===== config.mk =====
export PLATFORM = sky130hd
export DESIGN_NAME = word_serializer_flat
export DESIGN_NICKNAME = d
export VERILOG_FILES = /design/src/rtl/word_serializer_if.sv /design/src/rtl/word_serializer.sv /design/src/flat_wrapper.sv
export SDC_FILE = /design/constraint.sdc
export NUM_CORES = 1
export LEC_CHECK = 0
export BUFFER_PORTS_ARGS = -buffer_cell sky130_fd_sc_hd__buf_2
export CORE_MARGIN = 10
export CORE_UTILIZATION = 32
export DETAILED_ROUTE_END_ITERATION = 16
export GPL_ROUTABILITY_DRIVEN = 1
export PLACE_DENSITY = 0.57
export SYNTH_ARGS = -nofsm -noshare
export SYNTH_HDL_FRONTEND = slang
export SYNTH_SLANG_ARGS = --single-unit

===== constraint.sdc =====
create_clock -name clk -period 2.55 [get_ports clk]
set_input_delay 0.765 -clock clk [delete_from_list [all_inputs] [get_ports clk]]
set_output_delay 0.765 -clock clk [all_outputs]
set_load 0.01 [all_outputs]

===== src/rtl/word_serializer_if.sv =====
// Word-in / byte-out stream bundle for word_serializer.
// master drives words and byte backpressure; slave is the serializer.
interface word_serializer_if #(
  parameter int unsigned BYTE_WIDTH = 8,
  parameter int unsigned NUM_BYTES  = 4
);
  localparam int unsigned LEN_W = $clog2(NUM_BYTES + 1);

  logic                            in_valid;
  logic                            in_ready;
  logic [NUM_BYTES*BYTE_WIDTH-1:0] in_word;
  logic [LEN_W-1:0]                in_len;
  logic                            out_valid;
  logic                            out_ready;
  logic [BYTE_WIDTH-1:0]           out_byte;
  logic                            out_last;
  logic                            busy;

  modport master (
    output in_valid, in_word, in_len, out_ready,
    input  in_ready, out_valid, out_byte, out_last, busy
  );

  modport slave (
    input  in_valid, in_word, in_len, out_ready,
    output in_ready, out_valid, out_byte, out_last, busy
  );
endinterface


===== src/rtl/word_serializer.sv =====
// Serializes one packed word of NUM_BYTES bytes into a byte stream, with partial
// lengths, selectable byte order and zero-bubble word chaining.
module word_serializer #(
  parameter int unsigned BYTE_WIDTH = 8,
  parameter int unsigned NUM_BYTES  = 4,
  parameter bit          LSB_FIRST  = 1'b1,
  localparam int unsigned LEN_W     = $clog2(NUM_BYTES + 1)
) (
  input logic            clk,
  input logic            rst_n,
  word_serializer_if.slave bus
);

  typedef enum logic [0:0] {StIdle, StSend} state_e;

  state_e                                state_q, state_d;
  logic [NUM_BYTES-1:0][BYTE_WIDTH-1:0]  word_q, word_d;
  logic [LEN_W-1:0]                      len_q, len_d;
  logic [LEN_W-1:0]                      idx_q, idx_d;

  logic                  send;
  logic                  last;
  logic                  in_fire;
  logic                  out_fire;
  logic [LEN_W-1:0]      in_len_eff;
  logic [LEN_W-1:0]      sel_idx;
  logic [BYTE_WIDTH-1:0] sel_byte;

  assign send     = (state_q == StSend);
  assign last     = send && (idx_q == len_q - LEN_W'(1));
  assign in_fire  = bus.in_valid && bus.in_ready;
  assign out_fire = send && bus.out_ready;

  // Zero or out-of-range lengths mean a full word.
  assign in_len_eff = (bus.in_len == '0 || bus.in_len > LEN_W'(NUM_BYTES)) ?
                      LEN_W'(NUM_BYTES) : bus.in_len;

  always_comb begin
    sel_idx  = LSB_FIRST ? idx_q : (LEN_W'(NUM_BYTES - 1) - idx_q);
    sel_byte = '0;
    for (int unsigned k = 0; k < NUM_BYTES; k++) begin
      if (sel_idx == LEN_W'(k)) sel_byte = word_q[k];
    end
  end

  always_comb begin
    state_d = state_q;
    word_d  = word_q;
    len_d   = len_q;
    idx_d   = idx_q;
    case (state_q)
      StIdle: begin
        if (in_fire) begin
          word_d  = bus.in_word;
          len_d   = in_len_eff;
          idx_d   = '0;
          state_d = StSend;
        end
      end
      StSend: begin
        if (out_fire) begin
          if (!last) begin
            idx_d = idx_q + LEN_W'(1);
          end else if (in_fire) begin
            word_d = bus.in_word;
            len_d  = in_len_eff;
            idx_d  = '0;
          end else begin
            idx_d   = '0;
            state_d = StIdle;
          end
        end
      end
      default: state_d = StIdle;
    endcase
  end

  always_ff @(posedge clk or negedge rst_n) begin
    if (!rst_n) begin
      state_q <= StIdle;
      word_q  <= '0;
      len_q   <= '0;
      idx_q   <= '0;
    end else begin
      state_q <= state_d;
      word_q  <= word_d;
      len_q   <= len_d;
      idx_q   <= idx_d;
    end
  end

  // The only combinational path: out_ready -> in_ready on the final byte.
  assign bus.in_ready  = !send || (last && bus.out_ready);
  assign bus.out_valid = send;
  assign bus.out_last  = last;
  assign bus.out_byte  = send ? sel_byte : '0;
  assign bus.busy      = send;

endmodule


===== src/flat_wrapper.sv =====
// flat-port wrapper written by rule: the top's interface ports become plain ports
module word_serializer_flat 
#(
  parameter int unsigned BYTE_WIDTH = 8,
  parameter int unsigned NUM_BYTES  = 4,
  parameter bit          LSB_FIRST  = 1'b1,
  localparam int unsigned LEN_W     = $clog2(NUM_BYTES + 1)
)
  (clk, rst_n, bus_in_valid, bus_in_word, bus_in_len, bus_out_ready, bus_in_ready, bus_out_valid, bus_out_byte, bus_out_last, bus_busy);
  word_serializer_if #(.BYTE_WIDTH(BYTE_WIDTH), .NUM_BYTES(NUM_BYTES)) bus_i ();
  input logic clk;
  input logic rst_n;
  input wire logic [$bits(bus_i.in_valid)-1:0] bus_in_valid;
  input wire logic [$bits(bus_i.in_word)-1:0] bus_in_word;
  input wire logic [$bits(bus_i.in_len)-1:0] bus_in_len;
  input wire logic [$bits(bus_i.out_ready)-1:0] bus_out_ready;
  output wire logic [$bits(bus_i.in_ready)-1:0] bus_in_ready;
  output wire logic [$bits(bus_i.out_valid)-1:0] bus_out_valid;
  output wire logic [$bits(bus_i.out_byte)-1:0] bus_out_byte;
  output wire logic [$bits(bus_i.out_last)-1:0] bus_out_last;
  output wire logic [$bits(bus_i.busy)-1:0] bus_busy;
  assign bus_i.in_valid = bus_in_valid;
  assign bus_i.in_word = bus_in_word;
  assign bus_i.in_len = bus_in_len;
  assign bus_i.out_ready = bus_out_ready;
  assign bus_in_ready = bus_i.in_ready;
  assign bus_out_valid = bus_i.out_valid;
  assign bus_out_byte = bus_i.out_byte;
  assign bus_out_last = bus_i.out_last;
  assign bus_busy = bus_i.busy;
  word_serializer #(.BYTE_WIDTH(BYTE_WIDTH), .NUM_BYTES(NUM_BYTES), .LSB_FIRST(LSB_FIRST)) u_core (.clk(clk), .rst_n(rst_n), .bus(bus_i));
endmodule

Word-level counts from Yosys, hierarchy flattened
Index checks and enable logic that the tools add are counted.

storage, ports and cells
  bits in registers = 39
  word-level logic and storage cells = 51
  input port bits = 39

cells by class
  bitwise gates (word level) = 1
  equality and inequality tests = 7
  magnitude comparators = 1
  mux-type cells = 22
  $add $sub $neg = 2
  reduce and logical (&&, ||, !) cells = 11

operators by type and width
  cell                 count
  $mux 32              3
  $pmux 32 s2          1
  $mux 8               5
  $mux 3               7
  $pmux 3 s2           2
  $eq 3x2->1 const B   2
  $logic_not 3->1      2
  $logic_and 1x1->1    4
  $ne 2x2->1 const B   2
  $reduce_and 2->1     2
  $add 3x1->3 const B  1
  $eq 3x1->1 const B   1
  $eq 3x3->1           1
  $gt 3x3->1 const B   1
  $mux 1               3
  $sub 3x1->3 const B  1
  $logic_or 1x1->1     2
  $ne 2x1->1 const B   1
  $pmux 1 s2           1
  $logic_not 1->1      1
  $not 1->1            1

Longest topological paths before layout
  word-level depth = 10
  depth in mapped cells = 6
  mapped depth without buffers = 5

Worst setup path after synthesis
Ideal clock, no wire load.

  path kind = register to output
  start point = reg u_core.idx_q[1]
  end point = out bus_out_byte[5]
  slack = 0.100 ns
  data arrival time = 1.685 ns
  buffers on the path = 1
  data required time = 1.785 ns
  stages on the path, launching flop included = 7
  path through = dfrtp_1 inv_1 ha_1 clkbuf_1 nor2b_1 a221o_1 a32o_1

between the ends
  longest elaborated chain between the ends = 6
  elaborated cells on any way between the ends = 9
  those cells by class = eq/ne (3); mux (5); reduce/logical (1)

RTL lines
  what                      line                   RTL
  start: declaration        word_serializer.sv:19  logic [LEN_W-1:0] idx_q, idx_d;
  start signal: assignment  word_serializer.sv:88  idx_q <= idx_d;
  $logic_not 3->1           word_serializer.sv:42  if (sel_idx == LEN_W'(k)) sel_byte = word_q[k];
  $mux 8 (3 in series)      word_serializer.sv:42
  $mux 8 (*)                word_serializer.sv:42
  $mux 8 (*)                word_serializer.sv:96  assign bus.out_byte = send ? sel_byte : '0;
  end: declaration          flat_wrapper.sv:19     output wire logic [$bits(bus_i.out_byte)-1:0] bus_out_byte;

Every way passes the cells marked *; elsewhere a longest branch is shown, timed or not.

Final worst setup path
  start point = reg u_core.idx_q[0]
  end point = out bus_out_byte[1]

Same word-level chain as after synthesis.

==> impl_metrics.yaml <==
outcome:
  outcome: "complete, but fails checks"
  violations: "setup timing"
placement:
  dpl-instance-area_um2: 2350
  placedCellCount: 280
  gp_congestion: 0.818
  numPortBuffers: 50
  place_hpwl_um: 3530
global_routing:
  grt_max_degree: 40
  antenna_found_initial: 0
  overflow: 0
  grt_util_all_layers: 0.0990
  grt_pass1_vias: 1553
  grt_pass1_wl_um: 7970
yosys:
  synth_top_area_share: 0.487
  syn_nets: 202
  syn_area_per_cell_um2: 12.8
  synth_compound_area_frac: 0.113
  syn-cell-area_um2: 2000
  yosys.area_share.xor_xnor: 0.0206
  synth_top_family_by_area: "multiplexers"
  synth_most_common_cell: "dfrtp_1"
  synth_cell_types: 27
  synthMuxAreaShare: 0.195
  synthTopCellsByArea: "dfrtp_1 49%, mux2_2 17%, ha_1 4.4%"
  yosys-top-cells-count: "39 x dfrtp_1, 31 x mux2_2, 11 x nand2b_1"
  synthSimpleGateAreaFrac: 0.0956
  ys_ff_latch: 39
  ys_async_sr_fraction: 1.00
  synth_cells: 156
  synthAdderAreaFrac: 0.0437
  yosys_most_used_dff: "dfrtp_1"
  synth-seq-area-share: 0.487
  synth_warnings: 0
  synth_area_leader_cell: "dfrtp_1"
  synth-edff-count: 0
finish:
  final_cell_area_um2: 2700
  fillers: 559
  area_growth_syn_to_layout_pct: 35.0
  antenna_cells: 0
  final_cells: 304
  seq_area_um2: 976
  drive_gt1_frac: 0.576
  multi_input_area_um2: 1050
  final_nets: 274
clock_tree:
  clk_pin_slew_ns: 0.08
  cts_buffer_depth: 2
  h-tree-depth: 2
  cts-hold-fix-buffers: 0
  cts_root_buf: "clkbuf_8"
  cts_buffers: 5
  cts_tree: "yes"
  clock_sinks: 39
  clock_latency_ns: 0.30
floorplanning:
  start_util: 0.334
  ioPinCount: 51
  core.rowCount: 28
  core_area_um2: 5990
  die_h_um: 99.1
  die_area_um2: 9820
  die_w_um: 99.1
setup_path:
  path_common_cell: "buf_4"
  slowest_delay_ns: 0.37
  critPathSlowestCell: "dfrtp_1"
  cp.required_ns: 1.79
  path_class: "reg -> out"
  crit_path_start_kind: "register"
  crit_family: "compound AO/OA/AOI/OAI gates"
  end_kind: "output port"
  worstPathMaxFanout: 6
  arrival_ns: 1.84
  crit_buf_inv: 3
  worstPathCellList: "buf_4 > ha_4 > buf_4 > nor2b_1 > a221o_1 > a32o_2 > buf_2"
drt:
  drcViolationCount: 0
  post_drt_wl_per_cell_um: 16.3
  drtIter0Drc: 71
  via_per_inst: 4.85
  routed_wl_um: 4950
  drtPass1Iterations: 4
  vias: 1474
  final_antenna_net_count: 0
timing:
  worstMarginPinSlew_ns: 0.493
  setup_viol: 8
  finalHoldViolCount: 0
  holdWs_ns: 0.497
  skew_ns: 0.00720
  post-route-min-period_ns: 2.61
  worst_slack_ns: -0.0594
  max_freq_ghz: 0.383
  maxSlewHeadroom: 0.671
  drv_slew: 0
  rsz0062_at_grt: "true"
  tns_ns: -0.382
  fin_crit_sh: 1.02
power_and_ir_drop:
  power_density_nw_per_um2: 1430
  ir_drop_mv: 0.494
  leakagePower_nw: 1.25
  power_mw: 3.86
job:
  maxCapViolCount: 0
worst_hold_path:
  hold_class: "reg -> reg"
## cells by family (layout without fill, tap and decap cells)
logic type	count (synthesis)	after routing
DFF	39	39
xor gates and xnor gates	3	3
muxes	35	35
and+or+nand+nor	32	32
AOI/OAI and AO/OA	23	23
buffers and inverters	17	90
adders and majority gates	7	7
## stage by stage
stage	setup WS [ns]	utilization
global route	-0.144	0.451
CTS	-0.0724	0.432
finish	-0.0594	0.451
global placement	0.0424	0.392
floorplan	0.0998	-
detailed placement	0.0502	0.392
## path summary, 6_finish.rpt
check                                              start                             to  slack (ns)  cells after the start
setup / recovery             u_core.idx_q[0]$_DFFE_PN0P_                bus_out_byte[1]       -0.06                      7
hold / removal             u_core.word_q[26]$_DFFE_PN0P_  u_core.word_q[26]$_DFFE_PN0P_        0.50                      1
setup reg to reg             u_core.len_q[0]$_DFFE_PN0P_  u_core.word_q[22]$_DFFE_PN0P_        0.21                      8
hold reg to reg            u_core.word_q[26]$_DFFE_PN0P_  u_core.word_q[26]$_DFFE_PN0P_        0.50                      1
max in group asynchronous                          rst_n  u_core.word_q[24]$_DFFE_PN0P_        1.69                      2
min in group asynchronous                          rst_n   u_core.word_q[6]$_DFFE_PN0P_        0.52                      2
## per-layer routing
metal  track usage  wire length [um]  up-vias
li1              -                 -      710
met1         0.120              2250      728
met2         0.153              2330       32
met3        0.0381               307        4
met4        0.0430                63        0
met5             0                 0        -
## registers in the layout (all words and copies together), names as in the netlist
signal and flops:
u_core.idx_q 3, u_core.len_q 3, u_core.bus.busy 1, u_core.word_q 32
## report_power, final
| group | switching, mW | internal (mW) | total (mW) | leakage [nW] |
|---|---|---|---|---|
| Clock | 0.234 | 0.195 | 0.429 | 0.0443 |
| Combinational | 0.981 | 1.32 | 2.30 | 0.734 |
| Sequential | 0.196 | 0.933 | 1.13 | 0.467 |
| Total | 1.41 | 2.45 | 3.86 | 1.25 |
## worst reg2reg max path, cell delays in order (launching register included)
cell and delay, ns:
dfrtp_1 0.40, inv_2 0.08, ha_4 0.12, xor3_2 0.29, buf_6 0.15, buf_4 0.13, o41ai_4 0.32, buf_4 0.37
mux2_2 0.38
## cells in the final DEF (no fill, tap or decap)
master	instances
buf_2	49
dfrtp_1	39
mux2_2	31
buf_4	19
nand2b_1	11
nor2b_1	8
a221o_1	8
a32o_1	6
ha_4	6
buf_6	6
inv_1	5
clkbuf_8	5
inv_2	3
nand2_1	3
mux2i_1	3
nand3_1	3
and2_1	2
a32o_2	2
xnor2_2	2
nor3b_1	2
a31oi_1	2
o21ai_0	2
clkinv_4	2
or2_2	1
nor3b_2	1
xor3_2	1
nor3_4	1
o41ai_2	1
o41ai_4	1
o31ai_1	1
mux2_1	1
ha_1	1
clkinvlp_4	1
## layout make-up
class | instances | share of cell area
inverter | 8 | 0.0111
clock buffer | 5 | 0.0255
tap | 75 | 0.0347
timing repair buffer | 74 | 0.168
clock inverter | 3 | 0.00925
multi-input combinational | 100 | 0.390
sequential | 39 | 0.361
## timing repair
item	in CTS	in global routing
pin swaps	9	7
hold endpoints to repair	0	0
setup endpoints to repair	10	10
gates resized for setup	17	15
buffers inserted	10	6
(Power assumes the default switching activity.)
